`src/rtl/jdizigzag_d1.sv`:
```
// jdizigzag_d1: inverse-zigzag reorder stage between dequantizer and IDCT.
// Zigzag-ordered coefficients are written into one of two ping-pong block buffers and drained in raster order.
module jdizigzag_d1 #(
  parameter int unsigned WIDTH = 16,
  parameter int unsigned NBUF  = 2
) (
  input  logic             clock,
  input  logic             reset,
  input  logic [WIDTH-1:0] inStream_d,
  input  logic             inStream_e,
  input  logic             inStream_v,
  output logic             inStream_b,
  output logic [WIDTH-1:0] outStream_d,
  output logic             outStream_e,
  output logic             outStream_v,
  input  logic             outStream_b
);

  localparam int unsigned DEPTH = NBUF * 64;

  typedef enum logic [1:0] {
    FILL    = 2'd0,
    PAD     = 2'd1,
    EOSWAIT = 2'd2
  } wrState_t;

  wrState_t         state, nState;
  logic [5:0]       k, nK;
  logic [5:0]       r, nR;
  logic [1:0]       full, nFull;
  logic             wrPtr, nWrPtr;
  logic             rdPtr, nRdPtr;
  logic             eosPending, nEosPending;
  logic             ramValid, nRamValid;
  logic [WIDTH-1:0] ramQ;
  logic [WIDTH-1:0] nOutD;
  logic             nOutE, nOutV, nInB;

  logic             advance, accept, wrEn, rdEn;
  logic [6:0]       wrAddr, rdAddr;
  logic [WIDTH-1:0] wrData;

  logic [WIDTH-1:0] mem [DEPTH];

  // Standard JPEG zigzag table: scan index -> raster address.
  function automatic logic [5:0] zzRom(input logic [5:0] idx);
    logic [5:0] a;
    case (idx)
      6'd0:  a = 6'd0;
      6'd1:  a = 6'd1;
      6'd2:  a = 6'd8;
      6'd3:  a = 6'd16;
      6'd4:  a = 6'd9;
      6'd5:  a = 6'd2;
      6'd6:  a = 6'd3;
      6'd7:  a = 6'd10;
      6'd8:  a = 6'd17;
      6'd9:  a = 6'd24;
      6'd10: a = 6'd32;
      6'd11: a = 6'd25;
      6'd12: a = 6'd18;
      6'd13: a = 6'd11;
      6'd14: a = 6'd4;
      6'd15: a = 6'd5;
      6'd16: a = 6'd12;
      6'd17: a = 6'd19;
      6'd18: a = 6'd26;
      6'd19: a = 6'd33;
      6'd20: a = 6'd40;
      6'd21: a = 6'd48;
      6'd22: a = 6'd41;
      6'd23: a = 6'd34;
      6'd24: a = 6'd27;
      6'd25: a = 6'd20;
      6'd26: a = 6'd13;
      6'd27: a = 6'd6;
      6'd28: a = 6'd7;
      6'd29: a = 6'd14;
      6'd30: a = 6'd21;
      6'd31: a = 6'd28;
      6'd32: a = 6'd35;
      6'd33: a = 6'd42;
      6'd34: a = 6'd49;
      6'd35: a = 6'd56;
      6'd36: a = 6'd57;
      6'd37: a = 6'd50;
      6'd38: a = 6'd43;
      6'd39: a = 6'd36;
      6'd40: a = 6'd29;
      6'd41: a = 6'd22;
      6'd42: a = 6'd15;
      6'd43: a = 6'd23;
      6'd44: a = 6'd30;
      6'd45: a = 6'd37;
      6'd46: a = 6'd44;
      6'd47: a = 6'd51;
      6'd48: a = 6'd58;
      6'd49: a = 6'd59;
      6'd50: a = 6'd52;
      6'd51: a = 6'd45;
      6'd52: a = 6'd38;
      6'd53: a = 6'd31;
      6'd54: a = 6'd39;
      6'd55: a = 6'd46;
      6'd56: a = 6'd53;
      6'd57: a = 6'd60;
      6'd58: a = 6'd61;
      6'd59: a = 6'd54;
      6'd60: a = 6'd47;
      6'd61: a = 6'd55;
      6'd62: a = 6'd62;
      default: a = 6'd63;
    endcase
    return a;
  endfunction

  // Next-state logic for the write FSM, buffer flags, read pipeline and output register.
  always_comb begin
    nState      = state;
    nK          = k;
    nR          = r;
    nFull       = full;
    nWrPtr      = wrPtr;
    nRdPtr      = rdPtr;
    nEosPending = eosPending;
    nRamValid   = ramValid;
    nOutD       = outStream_d;
    nOutE       = outStream_e;
    nOutV       = outStream_v;

    advance = !outStream_v || !outStream_b;
    accept  = inStream_v && !inStream_b;
    wrEn    = (accept && !inStream_e) || (state == PAD);
    wrAddr  = {wrPtr, zzRom(k)};
    wrData  = (state == PAD) ? '0 : inStream_d;
    rdEn    = full[rdPtr] && (!ramValid || advance);
    rdAddr  = {rdPtr, r};

    if (wrEn) begin
      nK = k + 6'd1;
      if (k == 6'd63) begin
        nFull[wrPtr] = 1'b1;
        nWrPtr       = ~wrPtr;
      end
    end

    case (state)
      FILL: begin
        if (accept && inStream_e) begin
          nEosPending = 1'b1;
          nState      = (k == 6'd0) ? EOSWAIT : PAD;
        end
      end
      PAD: begin
        if (k == 6'd63) nState = EOSWAIT;
      end
      EOSWAIT: begin
        if (outStream_v && outStream_e && !outStream_b) begin
          nState      = FILL;
          nEosPending = 1'b0;
          nK          = 6'd0;
        end
      end
      default: nState = FILL;
    endcase

    // Freeing happens once the last raster word has left the buffer for the pipeline.
    if (rdEn) begin
      nR = r + 6'd1;
      if (r == 6'd63) begin
        nFull[rdPtr] = 1'b0;
        nRdPtr       = ~rdPtr;
      end
    end

    if (rdEn)         nRamValid = 1'b1;
    else if (advance) nRamValid = 1'b0;

    if (advance) begin
      nOutV = ramValid;
      nOutE = 1'b0;
      nOutD = ramValid ? ramQ : '0;
      if (state == EOSWAIT && !full[0] && !full[1] && !ramValid && !outStream_e) begin
        nOutV = 1'b1;
        nOutE = 1'b1;
        nOutD = '0;
      end
    end

    nInB = (nFull[0] && nFull[1]) || (nState == PAD) || nEosPending;
  end

  always_ff @(posedge clock) begin
    if (!reset) begin
      state       <= FILL;
      k           <= 6'd0;
      r           <= 6'd0;
      full        <= 2'b00;
      wrPtr       <= 1'b0;
      rdPtr       <= 1'b0;
      eosPending  <= 1'b0;
      ramValid    <= 1'b0;
      outStream_d <= '0;
      outStream_e <= 1'b0;
      outStream_v <= 1'b0;
      inStream_b  <= 1'b1;
    end else begin
      state       <= nState;
      k           <= nK;
      r           <= nR;
      full        <= nFull;
      wrPtr       <= nWrPtr;
      rdPtr       <= nRdPtr;
      eosPending  <= nEosPending;
      ramValid    <= nRamValid;
      outStream_d <= nOutD;
      outStream_e <= nOutE;
      outStream_v <= nOutV;
      inStream_b  <= nInB;
    end
  end

  // Block RAM with registered read; contents need no reset since the full flags gate reads.
  always_ff @(posedge clock) begin
    if (wrEn) mem[wrAddr] <= wrData;
    if (rdEn) ramQ <= mem[rdAddr];
  end

endmodule

```
`config.mk`:
```
export PLATFORM = sky130hd
export DESIGN_NAME = jdizigzag_d1
export DESIGN_NICKNAME = d
export VERILOG_FILES = /design/src/rtl/jdizigzag_d1.sv
export SDC_FILE = /design/constraint.sdc
export NUM_CORES = 2
export LEC_CHECK = 0
export CAP_MARGIN = 20
export CORE_AREA = 2 2 592 359
export CTS_CLUSTER_DIAMETER = 40
export CTS_CLUSTER_SIZE = 20
export DETAILED_ROUTE_END_ITERATION = 10
export DIE_AREA = 0 0 594 361
export GPL_TIMING_DRIVEN = 1
export PLACE_DENSITY = 0.57
export SLEW_MARGIN = 5
export SYNTH_ARGS = -nofsm -noshare
export SYNTH_HDL_FRONTEND = slang
export SYNTH_SLANG_ARGS = --single-unit
```
`constraint.sdc`:
```
create_clock -name clock -period 5.4 [get_ports clock]
set_clock_uncertainty 0.2 [all_clocks]
set_input_delay 1.08 -clock clock [delete_from_list [all_inputs] [get_ports clock]]
set_output_delay 1.08 -clock clock [all_outputs]
set_load 0.05 [all_outputs]
```
* After elaboration in Yosys (flattened, before gate mapping)
Memory sizes are Yosys's and may differ from the RTL's. A register that Yosys moved wholly into a read port is not among the register bits. Index checks and enable logic that the tools add are counted.
Word-level totals: bits in registers 39, RAM bits 2048, memory bits (read-only) 384, bits of input ports 21, word-level logic and storage cells 92, memories 2
Cells by class: add/sub/neg operators 2, magnitude comparators 4, eq/ne operators 5, muxes and demuxes 31, bitwise operators 5, reduce and logical (&&, ||, !) cells 31
Memory list:
- mem | depth 128, width 16, read ports 1, clocked after Yosys merged registers in 1, wr ports 1, RTL line 43 | logic [WIDTH-1:0] mem [DEPTH];
- (name not given) | depth 64, width 6, read ports 1, clocked after Yosys merged registers in 1, wr ports 0, RTL line 48 | case (idx)
Operators by type and width (number):
- $mux 16 | 3
- $mux 6 | 4
- $mux 2 | 8
- $logic_and 1x1->1 | 13
- $add 6x1->6 const B | 2
- $eq 6x6->1 const B | 2
- $mux 1 | 12
- $logic_not 1->1 | 8
- $logic_not 6->1 | 1
- $pmux 2 s3 | 1
- $logic_or 1x1->1 | 5
- $eq 2x1->1 const B | 2
- $lt 1x2->1 const B | 2
- $reduce_and 2->1 | 2
- $and 2x2->2 | 1
- $demux 1 s1 | 2
- $eq 2x2->1 const B | 1
- $ge 1x1->1 const B | 2
- $logic_not 2->1 | 1
- $not 1->1 | 2
- $not 2->2 | 1
- $or 2x2->2 | 1
- $pmux 1 s2 | 1
- $reduce_bool 2->1 | 1

* Longest topological paths before layout
depth after elaboration 13, depth in mapped cells 14, gate-level depth less buffers 13

* Worst setup path before layout
OpenSTA, ideal clock, no wires.
path type input -> register, start point input inStream_e, end point memory mem[72][0], enable pin, library setup time 430 ps, data arrival time 3783 ps, setup slack 987 ps, stages 6, cell sequence or3b_4 > nand2_1 > buf_2 > buf_2 > nand3_1 > nor4_1
Between the ends: word-level cells in the longest chain between the ends 5
RTL lines:
- start: declaration | RTL line 10 | input logic inStream_e,
- $logic_not 1->1 | RTL line 133 | wrEn = (accept && !inStream_e) || (state == PAD);
- $logic_and 1x1->1 | RTL line 133
- $logic_or 1x1->1 | RTL line 133
- $mux 1 | RTL line 225 | if (wrEn) mem[wrAddr] <= wrData;
- $mux 1 (implied by the code) | RTL line 225
- end: declaration | RTL line 43
No other way between the ends.

==> flow_metrics.tcl <==
set metrics [dict create \
    outcome "finished, final reports clean" \
    r2r_start "r[0]" \
    leakagePower_nw 27.9 \
    hold_buffers 0 \
    ys_seq_area_share_pct 75.6 \
    critical_path.top_delay_family "compound AO/OA/AOI/OAI gates" \
    wl_mm 222 \
    synth_edf_count 2064 \
    crit_arrival_ps 4560 \
    via_per_inst 5.81 \
    finalSetupViolations 0 \
    row_count 130 \
    cp-start-kind "flop" \
    drive_above_1_share_pct 26.6 \
    clkLatencyLatePin_ps 850 \
    syn_area_um2 83100 \
    routabilityCongestion 0.843 \
    detail-route-antenna-nets 0 \
    min_path_type "flop to flop" \
    regToRegEndpoint "ramQ[8]" \
    io_pins 40 \
    synth_warnings 0 \
    rr_worst_depth 8 \
    r2r_slack_ps 1190 \
    hold_depth 2 \
    synthesis.nets 4053 \
    max_freq_mhz 237 \
    min_to "outStream_d[0]" \
    maxCapViolCount 0 \
    firstDrtPassIters 5 \
    grtUsageTotal_pct 20.4 \
    hp-start "outStream_d[0]" \
    route.detailed.drc 0 \
    first_global_vias 40068 \
    fin_hold_ws_ps 255 \
    synthArstFlopShare_pct 0 \
    ys_types 83 \
    wl_per_cell_um 30.9 \
    worst_setup_path_end_kind "flop" \
    die_w_um 594 \
    netlist_instances 4018 \
    clock_path_buffers 4 \
    finalNetCount 4306 \
    nFillCells 17516 \
    antenna_found_initial 9 \
    crit_required_ps 5750 \
    die-area_um2 214000 \
    grt_overflow 0 \
    worst_pin_slew_ps 1290 \
    timing.final.crit_share_pct 78.0 \
    worstPathMaxFanout 25 \
    cts-root-buf "clkbuf_16" \
    syn_area_per_cell_um2 20.7 \
    drt_iter0_drc 6043 \
    worst-path-buf-inv 2 \
    vdd_drop_max_uv 266 \
    hold_viol 0 \
    critPathKind "flop to flop" \
    grt_first_pass_wirelength_mm 313 \
    drv_slew 0 \
    cts_setup_buffers 0 \
    cts_resized 0 \
    crit_path_cell_trace "buf_12 > buf_4 > mux4_2 > nor2b_1 > a211oi_1 > a21oi_1 > o22ai_1 > a32oi_1" \
    synth_ff_type "edfxtp_1" \
    critPathSlowestCell "o22ai_1" \
    synth_seq_cells 2109 \
    cts_made_buffers 168 \
    clk_pin_slew_ps 80 \
    fp.coreArea_um2 208000 \
    grt_max_degree 129 \
    max_stage_delay_ps 830 \
    hpwl_mm 137 \
    cts.sinks 2109 \
    io_buffers 39 \
    htree_levels 4 \
    syn_to_final_growth_pct 12.8 \
    rsz0062_at_grt "no" \
    slew_headroom_pct 13.7 \
    cts_tree "yes" \
    min_period_ps 4210 \
    cellPowerDensity_nw_per_um2 334 \
    tns_ps 0 \
    die_h_um 361 \
    vias 41650 \
    start_util_pct 39.9 \
]
-- worst min-delay path, cell delays in order, from the launching register on --
cell	delay (ps)
dfxtp_1	310
nand2_1	50
a21oi_1	50
-- kinds of logic after synthesis --
logic type / after synthesis / synth area share, %
compound gates: 487 / 3.90
buf+inv: 253 / 1.90
simple gates: 422 / 2.39
mux: 717 / 15.8
flops: 2109 / 75.6
fa+ha+maj: 14 / 0.211
xor+xnor: 16 / 0.178
-- state kept, by name, indices dropped and copies added, names as in the netlist --
signal       count
outStream_v      1
outStream_e      1
k                6
wrPtr            1
inStream_b       1
wrAddr           6
outStream_d     16
ramQ            16
ramValid         1
r                6
state            2
eosPending       1
rdPtr            1
mem           2048
full             2
-- per-layer routing --
layer  routed length (um)  track usage [%]
met3                21600             5.05
met1               102000             32.1
met5                    0                0
met2                93900             28.8
met4                 3650             3.70
-- per-stage QoR --
stage | worst slack [ps] | power (W) | instance area, um^2 | utilization [%] | cells
after global routing | 1050 | 0.0322 | 93800 | 45.0 | 7165
after detailed placement | 493 | 0.0189 | 88200 | 42.3 | 6869
after floorplan | 987 | 0.0186 | 83100 | - | 4018
final | 1190 | 0.0313 | 93800 | 45.0 | 7168
after CTS | 1250 | 0.0315 | 93700 | 45.0 | 7161
after global placement | 500 | 0.0189 | 88200 | 42.3 | 6868
-- how the worst max path moves through the flow --
| stage | from | endpoint | slack (ps) | cells past startpoint |
|---|---|---|---|---|
| 2_1_floorplan | inStream_e | mem[72][0] | 990 | 6 |
| 3_5_place_dp | inStream_v | mem[98][14] | 490 | 7 |
| 6_report | r[0] | ramQ[8] | 1190 | 8 |
| 5_1_grt | r[0] | ramQ[7] | 1050 | 7 |
| 3_3_place_gp | inStream_v | mem[42][5] | 500 | 7 |
| 4_1_cts | r[0] | ramQ[8] | 1250 | 8 |
-- final cells by class --
class                   instances  area, um^2  area share (%)
repair buffers                320        2950            3.15
diodes                          3        7.51         0.00800
clock inverters               114        1270            1.36
well taps                    2772        3470            3.70
inverters                      16        67.6          0.0720
multi-input cells            1656       18900            20.1
clock buffers                 178        4260            4.54
flip-flops and latches       2109       62900            67.0
-- report_power, final --
part | total (W) | internal, W | leakage, nW | switching [W]
sequential | 0.0180 | 0.0180 | 18.9 | 0.00000838
clock | 0.0128 | 0.00658 | 2.70 | 0.00620
combinational | 0.000546 | 0.0000911 | 6.25 | 0.000455
-- synthesized netlist by cell type, drive strengths merged, types with 2 or more instances --
library cell	count	area share [%]
clkinv	2	0.015
xor2	3	0.032
nand2b	13	0.11
edfxtp	2064	75
o22ai	31	0.23
xnor2	13	0.15
nand3	35	0.21
and2	19	0.14
ha	14	0.21
a22oi	51	0.47
or3b	2	0.024
a21boi	29	0.26
o2111ai	3	0.032
dfxtp	45	1.1
o211a	3	0.036
nand3b	5	0.045
nor2	175	0.79
nand4	5	0.038
mux4	463	13
dlygate4sd1	2	0.021
clkbuf	65	0.31
mux2	74	1.0
o21a	2	0.018
o31ai	6	0.054
buf	170	1.5
a21oi	114	0.70
a32oi	10	0.11
a211oi	61	0.56
a2111oi	6	0.093
a21o	3	0.027
o211ai	24	0.22
a211o	5	0.053
and3	2	0.015
o21ai	68	0.41
a31oi	37	0.28
a221oi	19	0.20
nand2	90	0.43
nor4	10	0.083
o221ai	7	0.074
nor3	7	0.042
inv	14	0.066
mux2i	180	2.2
or2	4	0.030
nor2b	49	0.37
-- layout by cell type, fill, tap and decap left out, types with 16 or more instances in the layout --
cell | netlist | final
nor2_2 | 1 | 49
nor2b_1 | 48 | 46
mux4_1 | 19 | 19
nand2_1 | 87 | 87
nand3_1 | 35 | 35
a211oi_1 | 60 | 60
clkinv_2 | 0 | 17
o22ai_1 | 31 | 31
dfxtp_1 | 45 | 41
a31oi_1 | 37 | 37
o21ai_0 | 67 | 67
buf_12 | 3 | 33
clkdlybuf4s50_1 | 0 | 39
inv_6 | 0 | 26
a21oi_1 | 113 | 112
o211ai_1 | 24 | 24
mux2_2 | 74 | 74
a22oi_1 | 50 | 50
buf_4 | 39 | 245
mux2i_1 | 180 | 180
nor2_1 | 174 | 125
edfxtp_1 | 2064 | 2064
and2_4 | 0 | 16
mux4_2 | 444 | 444
clkbuf_16 | 0 | 169
a21boi_0 | 29 | 29
a221oi_1 | 19 | 19
Note: power is estimated with default switching activity, not from simulation.
